`config.mk`:
```
export PLATFORM = sky130hd
export DESIGN_NAME = mem_port_arbiter
export DESIGN_NICKNAME = d
export VERILOG_FILES = /design/src/rtl/mem_port_arbiter.sv
export SDC_FILE = /design/constraint.sdc
export NUM_CORES = 1
export LEC_CHECK = 0
export ABC_AREA = 1
export CORE_AREA = 2 2 547 549
export CTS_CLUSTER_SIZE = 25
export DETAILED_ROUTE_END_ITERATION = 12
export DIE_AREA = 0 0 549 551
export PLACE_DENSITY_LB_ADDON = 0.08
export SYNTH_ARGS = -nofsm -noshare
export SYNTH_HDL_FRONTEND = slang
export SYNTH_SLANG_ARGS = --single-unit
```
`constraint.sdc`:
```
create_clock -name clk -period 1.9 [get_ports clk]
set_input_delay 0.19 -clock clk [delete_from_list [all_inputs] [get_ports clk]]
set_output_delay 0.19 -clock clk [all_outputs]
set_load 0.05 [all_outputs]
```
`src/rtl/mem_port_arbiter.sv`:
```
// Round-robin arbiter sharing one physical line-wide memory port between the
// instruction cache (read-only) and the data cache (read/write), with a watchdog.
module mem_port_arbiter #(
    parameter int ADDR_W  = 32,
    parameter int LINE_W  = 256,
    parameter int TIMEOUT = 1024
) (
    input  logic              clk,
    input  logic              rst_n,
    input  logic              imem_read,
    input  logic [ADDR_W-1:0] imem_addr,
    output logic              imem_resp,
    output logic [LINE_W-1:0] imem_rdata,
    input  logic              dmem_read,
    input  logic              dmem_write,
    input  logic [ADDR_W-1:0] dmem_addr,
    input  logic [LINE_W-1:0] dmem_wdata,
    output logic              dmem_resp,
    output logic [LINE_W-1:0] dmem_rdata,
    output logic              mem_read,
    output logic              mem_write,
    output logic [ADDR_W-1:0] mem_addr,
    output logic [LINE_W-1:0] mem_wdata,
    input  logic              mem_resp,
    input  logic [LINE_W-1:0] mem_rdata,
    output logic              err_timeout
);
    localparam logic [1:0] S_IDLE    = 2'd0;
    localparam logic [1:0] S_BUSY_I  = 2'd1;
    localparam logic [1:0] S_BUSY_D  = 2'd2;
    localparam logic [1:0] S_RECOVER = 2'd3;

    localparam int CNT_W = (TIMEOUT > 2) ? $clog2(TIMEOUT) : 1;
    localparam logic [CNT_W-1:0] CNT_MAX = CNT_W'(TIMEOUT - 1);

    logic [1:0]       state;
    logic             last_d;
    logic [CNT_W-1:0] wait_cnt;
    logic             ireq, dreq, grant_d, grant_i;

    // Tie goes to whoever was not served last.
    assign ireq    = imem_read;
    assign dreq    = dmem_read | dmem_write;
    assign grant_d = dreq & (~ireq | ~last_d);
    assign grant_i = ireq & ~grant_d;

    assign imem_resp  = (state == S_BUSY_I) & mem_resp;
    assign dmem_resp  = (state == S_BUSY_D) & mem_resp;
    assign imem_rdata = mem_rdata;
    assign dmem_rdata = mem_rdata;

    always_ff @(posedge clk or negedge rst_n) begin
        if (!rst_n) begin
            state       <= S_IDLE;
            last_d      <= 1'b0;
            wait_cnt    <= '0;
            err_timeout <= 1'b0;
            mem_read    <= 1'b0;
            mem_write   <= 1'b0;
            mem_addr    <= '0;
            mem_wdata   <= '0;
        end else begin
            case (state)
                S_IDLE: begin
                    if (grant_d) begin
                        mem_addr  <= dmem_addr;
                        mem_wdata <= dmem_wdata;
                        mem_write <= dmem_write;
                        mem_read  <= ~dmem_write;
                        last_d    <= 1'b1;
                        wait_cnt  <= '0;
                        state     <= S_BUSY_D;
                    end else if (grant_i) begin
                        mem_addr  <= imem_addr;
                        mem_write <= 1'b0;
                        mem_read  <= 1'b1;
                        last_d    <= 1'b0;
                        wait_cnt  <= '0;
                        state     <= S_BUSY_I;
                    end
                end
                S_BUSY_I, S_BUSY_D: begin
                    if (mem_resp) begin
                        mem_read  <= 1'b0;
                        mem_write <= 1'b0;
                        state     <= S_RECOVER;
                    end else if (wait_cnt == CNT_MAX) begin
                        // Keep holding: a slow memory may still answer.
                        err_timeout <= 1'b1;
                    end else begin
                        wait_cnt <= wait_cnt + 1'b1;
                    end
                end
                default: state <= S_IDLE;
            endcase
        end
    end
endmodule
```
==> implementation parameters <==
Parameter                              Value

Synth
  Share of the synthesized netlist area taken by xor and xnor gates    0%
  Dominant cell type by area after synthesis    sky130_fd_sc_hd__dfrtp_1
  Fraction of synthesized cell area taken by the top area cell type    between 40 and 50%
  Instance count of the mapped netlist    about 1900
  Synth Net Count    ~2500
  Average cell area after synthesis    approximately 8.4 um2
  Count of cell types in the netlist    24
  Yosys Warn Count    0
  Share of synthesized cell area in full adder, half adder and majority cells    less than 1%
  Synthesis-stage register bit count    between 300 and 400
  Largest family of logic cells by synthesized area    buffers and inverters
  Fraction of the mapped netlist area in compound gates    under 10%
  Synthesized area    ~16000 um2
  Share of synthesized cell area in and, or, nand and nor gates    roughly 22%
  Top post-synthesis cells by area    sky130_fd_sc_hd__dfrtp_1 47%, sky130_fd_sc_hd__buf_4 24%, sky130_fd_sc_hd__nand2_1 20%
  Portion of the post-synthesis area used by sequential elements    a little under half
  Proportion of synthesized area in mux cells    0%

Drt
  Remaining routing DRC violations    0
  Routed wire length    about 110 mm
  Detailed-router iteration count before antenna repair    5
  Routed Antenna Nets    0
  Vias after detailed routing    ~13000
  1st-iter DRT viols    528
  Vias/cell    approximately 2.1
  Per-cell routed wire length    17.7 um

Timing
  Setup Viol. Count Final    0
  Worst slew margin relative to its limit    roughly 39%
  Slew at the pin closest to its max-slew limit    a little over 900 ps
  Clock skew    approximately 42 ps
  Hold Worst Slack    around 100 ps
  Setup TNS after final layout    0 ps
  Fin. max-slew vios    0
  Final Hold Violating Endpoints    0
  Highest clock frequency the design can meet    546 MHz
  Setup repair after global routing missed its margin    yes
  Ratio of final minimum period to clock period    between 90 and 100%
  Final Worst Setup Slack    between 60 and 70 ps
  Min cycle time layout    approximately 1800 ps

Hold path
  Worst hold-check path type    in -> reg
  Hold path start    dmem_wdata[184]

Cells and area
  Utilization after layout    9.43%
  Area Overhead vs Synth    74.4%
  Final instance area    28000 um2
  Fraction of layout cells with a size suffix above 1    18.4%
  Nets    slightly below 3000
  Cell Count, Final, Fillers Out    about 6300

CTS
  Number of buffers on the longest clock path    3
  TritonCTS clock tree    yes
  Clk sink count    a little over 300
  H-tree lvl count    2
  CTS Root Buffer Type    sky130_fd_sc_hd__clkbuf_16
  Clock Latency Late Sink    ~700 ps
  Clock slew at reported path FFs    around 60 ps
  Total CTS buffers    56

Power and ir drop
  Total power of the final layout    between 50 and 60 mW
  LEAKAGE    between 10 and 15 nW
  Worst supply voltage drop on vdd    0.721 mV
  Ratio of total power to cell area    roughly 1800 nW/um2

Place
  Placement-stage cell area    23600 um2
  Number of buffers inserted by port buffering    roughly 600
  Worst slack, placed    -155 ps
  Hpwl dp    86.9 mm
  GPL Wtd Cong    between 0.6 and 0.7
  Dpl cells    ~6000

Outcome
  Result of the run    finished, final reports clean

Floorplan
  Count of standard-cell rows    200
  Die height    around 550 um
  Num ports    between 1000 and 1500
  Placeable core area    ~300000 um2
  Die ar.    a little over 300000 um2
  Die Width    around 550 um
  Starting density of the core    roughly 5.4%

Setup path
  Longest individual stage delay on the worst path    between 300 and 400 ps
  Kind of capture point of the worst setup path    output port
  Reg-to-reg critical path startpoint    state[0]
  Buf/Inv on CP    3
  Worst path cell trace    buf_4, ha_4, nand2_2, inv_2, buf_12
  Worst-path fanout max    3
  Crit path required time    about 1700 ps
  Data arrival time of the worst path    ~1600 ps
  Startpoint Class    flip-flop
  Kind of critical path    reg -> out
  Kind of cell adding the most delay to the critical path    flip-flops
  Beginning of the critical path    state[1]
  Cell at the slowest stage of the critical path    sky130_fd_sc_hd__dfrtp_1

Run
  Total of max-cap violations    0

Global routing
  Pin count of the biggest net entering global routing    63
  Antenna violations before repair    13
  GRT overflow    0
  Combined global-route utilization of all metal layers    between 7 and 8%
  Via count of the first global-routing pass    about 15000
  Global-route wire length before repair    147 mm
## state kept, by name, summed over array words and instances (netlist names)
| signal | cells |
|---|---|
| mem_addr | 32 |
| last_d | 1 |
| wait_cnt | 10 |
| err_timeout | 1 |
| state | 2 |
| mem_read | 1 |
| mem_wdata | 256 |
| mem_write | 1 |
## routing by layer
layer,global-route usage (%),wire length [um]
met1,8.21,45000
met2,10.6,46300
met3,3.48,13400
met4,4.70,7440
met5,0,0
## cell type report
type                    count  area, um2
fillers                 34500     268000
repair buffers            946       9360
flip-flops and latches    304       7610
well taps                3939       4930
multi-input cells        1009       4030
clock buffers              84       1680
clock inverters            15        243
inverters                  21       91.3
diodes                      7       17.5
## tightest hold or removal path, cell delays in order
cell and delay (ps):
sky130_fd_sc_hd__clkdlybuf4s50_1 410, sky130_fd_sc_hd__nand2_2 80, sky130_fd_sc_hd__nand2_1 50
## cell usage after synthesis
library cell	count
sky130_fd_sc_hd__inv_2	2
sky130_fd_sc_hd__ha_1	5
sky130_fd_sc_hd__buf_4	519
sky130_fd_sc_hd__nor3_1	2
sky130_fd_sc_hd__dfrtp_1	304
sky130_fd_sc_hd__o31ai_1	1
sky130_fd_sc_hd__a21oi_1	68
sky130_fd_sc_hd__nand3_1	6
sky130_fd_sc_hd__buf_6	22
sky130_fd_sc_hd__o21a_1	1
sky130_fd_sc_hd__nand4_1	2
sky130_fd_sc_hd__inv_1	18
sky130_fd_sc_hd__buf_2	39
sky130_fd_sc_hd__nand2_4	1
sky130_fd_sc_hd__nor2_1	48
sky130_fd_sc_hd__inv_4	1
sky130_fd_sc_hd__clkbuf_1	1
sky130_fd_sc_hd__nand2_2	4
sky130_fd_sc_hd__nand2_1	861
sky130_fd_sc_hd__o21ai_0	6
sky130_fd_sc_hd__o21bai_1	1
sky130_fd_sc_hd__nor2_8	1
sky130_fd_sc_hd__o21ai_4	1
sky130_fd_sc_hd__nor2_2	1
## cells by family after synthesis
group	Yosys count
AO/OA/AOI/OAI	78
flip-flops	304
AND/OR/NAND/NOR	926
buffers and inverters	602
adder cells (fa/ha/maj)	5
## cells in the final DEF, fill, tap and decap left out, types with 13 or more instances in the layout
master / instances
sky130_fd_sc_hd__clkbuf_8: 17
sky130_fd_sc_hd__clkdlybuf4s15_2: 34
sky130_fd_sc_hd__clkbuf_16: 59
sky130_fd_sc_hd__nand2_1: 854
sky130_fd_sc_hd__buf_4: 239
sky130_fd_sc_hd__clkdlybuf4s50_1: 324
sky130_fd_sc_hd__nor2_1: 48
sky130_fd_sc_hd__dlygate4sd2_1: 49
sky130_fd_sc_hd__a21oi_1: 68
sky130_fd_sc_hd__dlygate4sd3_1: 201
sky130_fd_sc_hd__inv_1: 13
sky130_fd_sc_hd__dfrtp_1: 304
sky130_fd_sc_hd__clkdlybuf4s15_1: 49
sky130_fd_sc_hd__buf_12: 22
## final timing paths
check	end	slack [ps]	depth (start not counted)
worst max-delay path	dmem_resp	70	5
worst min-delay path	mem_wdata[184]	100	3
worst max register to register	mem_wdata[54]	80	11
worst min register to register	mem_wdata[117]	470	2
max in group asynchronous	mem_wdata[58]	370	3
min in group asynchronous	mem_wdata[254]	170	3
## repair_timing
action | CTS | global route
endpoints found under the hold margin | 466 | 0
gates resized for setup | 272 | 16
setup buffers | 8 | 0
hold buffers | 201 | 0
gates cloned | 5 | 4
pin swaps | 1 | 0
endpoints found under the setup margin | 193 | 51
## where the power goes
part / internal (mW) / switching (mW)
registers: 9.62 / 2.22
logic: 8.42 / 20.2
clock network: 6.82 / 4.29
No activity file was read; power rests on OpenSTA's default activity.
==> edit, RTL diff (config.mk and constraints unchanged) <==
Set the parameter `ADDR_W` to 24 (it was 32).
--- a/src/rtl/mem_port_arbiter.sv
+++ b/src/rtl/mem_port_arbiter.sv
@@ -3,3 +3,3 @@
 module mem_port_arbiter #(
-    parameter int ADDR_W  = 32,
+    parameter int ADDR_W  = 24,
     parameter int LINE_W  = 256,
Ports: changed (resized dmem_addr, imem_addr and mem_addr); port bits go from 1387 to 1363. The function was not compared with the original's and may differ.
==> edit against the unedited design <==
  * Sequential cell count shrank 8
  * Critical path depth grew 4
  * Final area shrank 6.5%
  * Combinational power shrank 4%
  * Non-clock buffer count shrank 109
  * Clock power shrank 11%
  * Utilization shrank 0.61 points
  * Synthesized area shrank 2.0%
  * Worst hold slack is essentially flat
  * Wire length grew 0.15%
  * Sequential power shrank 3%
  * Total power shrank 5.2%
  * Worst setup slack lost 0.025 ns
  * Maximum frequency shrank 1.3%
  * Critical path type is now reg -> reg
==> edit: results <==
[worst_setup_path]
path_max_fanout = 63
arrival_ns = 2.42
crit_start = state[0]$_DFFE_PN0P_

[run_status]
outcome = finished, final reports clean

[cells_and_area]
drive_gt1_share_pct = 17.54
biggestRegsByFlops = mem_wdata (256), mem_addr (24), wait_cnt (10)
nFillCells = 34650

[routing]
met1_length_um = 48240
post_drt_wl_per_cell_um = 18.21
wl_met2_um = 44340
dr_wl_met3_um = 14170
highest_layer = met5

[synthesis]
syn_nets = 2443
seq_area_frac_synth_pct = 47.16
yosys-top-cells-count = nand2_1 (852), buf_4 (516), dfrtp_1 (296), a21oi_1 (52), nor2_1 (40)
synth_compound_area_share_pct = 2.143
yosys.area_share.adder_pct = 0.3983
ys_types = 25

[global_routing]
gr-usage-met2_pct = 10.09
grt_usage_pct = 7.208
grt_max_degree = 64
grt_pass1_vias = 14390
use_met3_pct = 4.031
met1_usage_pct = 8.799

[timing]
tightestPinTransition_ns = 0.9697
finClkSkew_ns = 0.02692

[cts]
cts_setup_buffers = 4
cts_resized = 210
hold_buffers = 157
cts_buffers = 53

[place]
placed_cell_area_um2 = 22840

[power_and_ir_drop]
switchingPower_w = 0.02615
power_frac_seq_pct = 23.4
edit: cell count changes after synthesis, moves of 3 or more:
| cell | unedited run | this run |
|---|---|---|
| o21ai_0 | 6 | 9 |
| buf_2 | 39 | 33 |
| nor2_1 | 48 | 40 |
| dfrtp_1 | 304 | 296 |
| a21oi_1 | 68 | 52 |
| buf_4 | 519 | 516 |
| nand2_1 | 861 | 852 |
edit: layout make-up:
type | count | area, um^2 | share of cell area [%]
repair buffers | 837 | 8118 | 31.05
flip-flops and latches | 296 | 7407 | 28.33
well taps | 3939 | 4928 | 18.85
multi-input cells | 978 | 3915 | 14.97
clock buffers | 82 | 1556 | 5.953
clock inverters | 9 | 121.4 | 0.4642
inverters | 21 | 93.84 | 0.3589
diodes | 3 | 7.507 | 0.02871
edit: worst paths after layout:
| kind | end | slack [ns] | depth (start not counted) |
|---|---|---|---|
| setup / recovery | mem_wdata[65]$_DFFE_PN0P_ | 0.04 | 9 |
| hold reg to reg | mem_wdata[108]$_DFFE_PN0P_ | 0.46 | 2 |
| min in group asynchronous | mem_addr[0]$_DFFE_PN0P_ | 0.11 | 3 |
| max in group asynchronous | mem_wdata[43]$_DFFE_PN0P_ | 0.39 | 3 |
| setup reg to reg | mem_wdata[65]$_DFFE_PN0P_ | 0.04 | 9 |
| hold / removal | mem_wdata[75]$_DFFE_PN0P_ | 0.10 | 3 |
edit: through the flow:
stage | setup WS, ns | std cells | setup TNS, ns
after global routing | -0.05508 | 6165 | -0.8474
after global placement | -0.2859 | 5910 | -42.80
after CTS | -0.05144 | 6162 | -0.08239
after floorplan | 0.3998 | 1872 | 0
final | 0.04408 | 6165 | 0
after detailed placement | -0.3063 | 5910 | -45.18
edit: cell families after synthesis:
logic type | Yosys count
simple gates | 909
buf+inv | 598
flops | 296
compound gates | 64
fa+ha+maj | 5
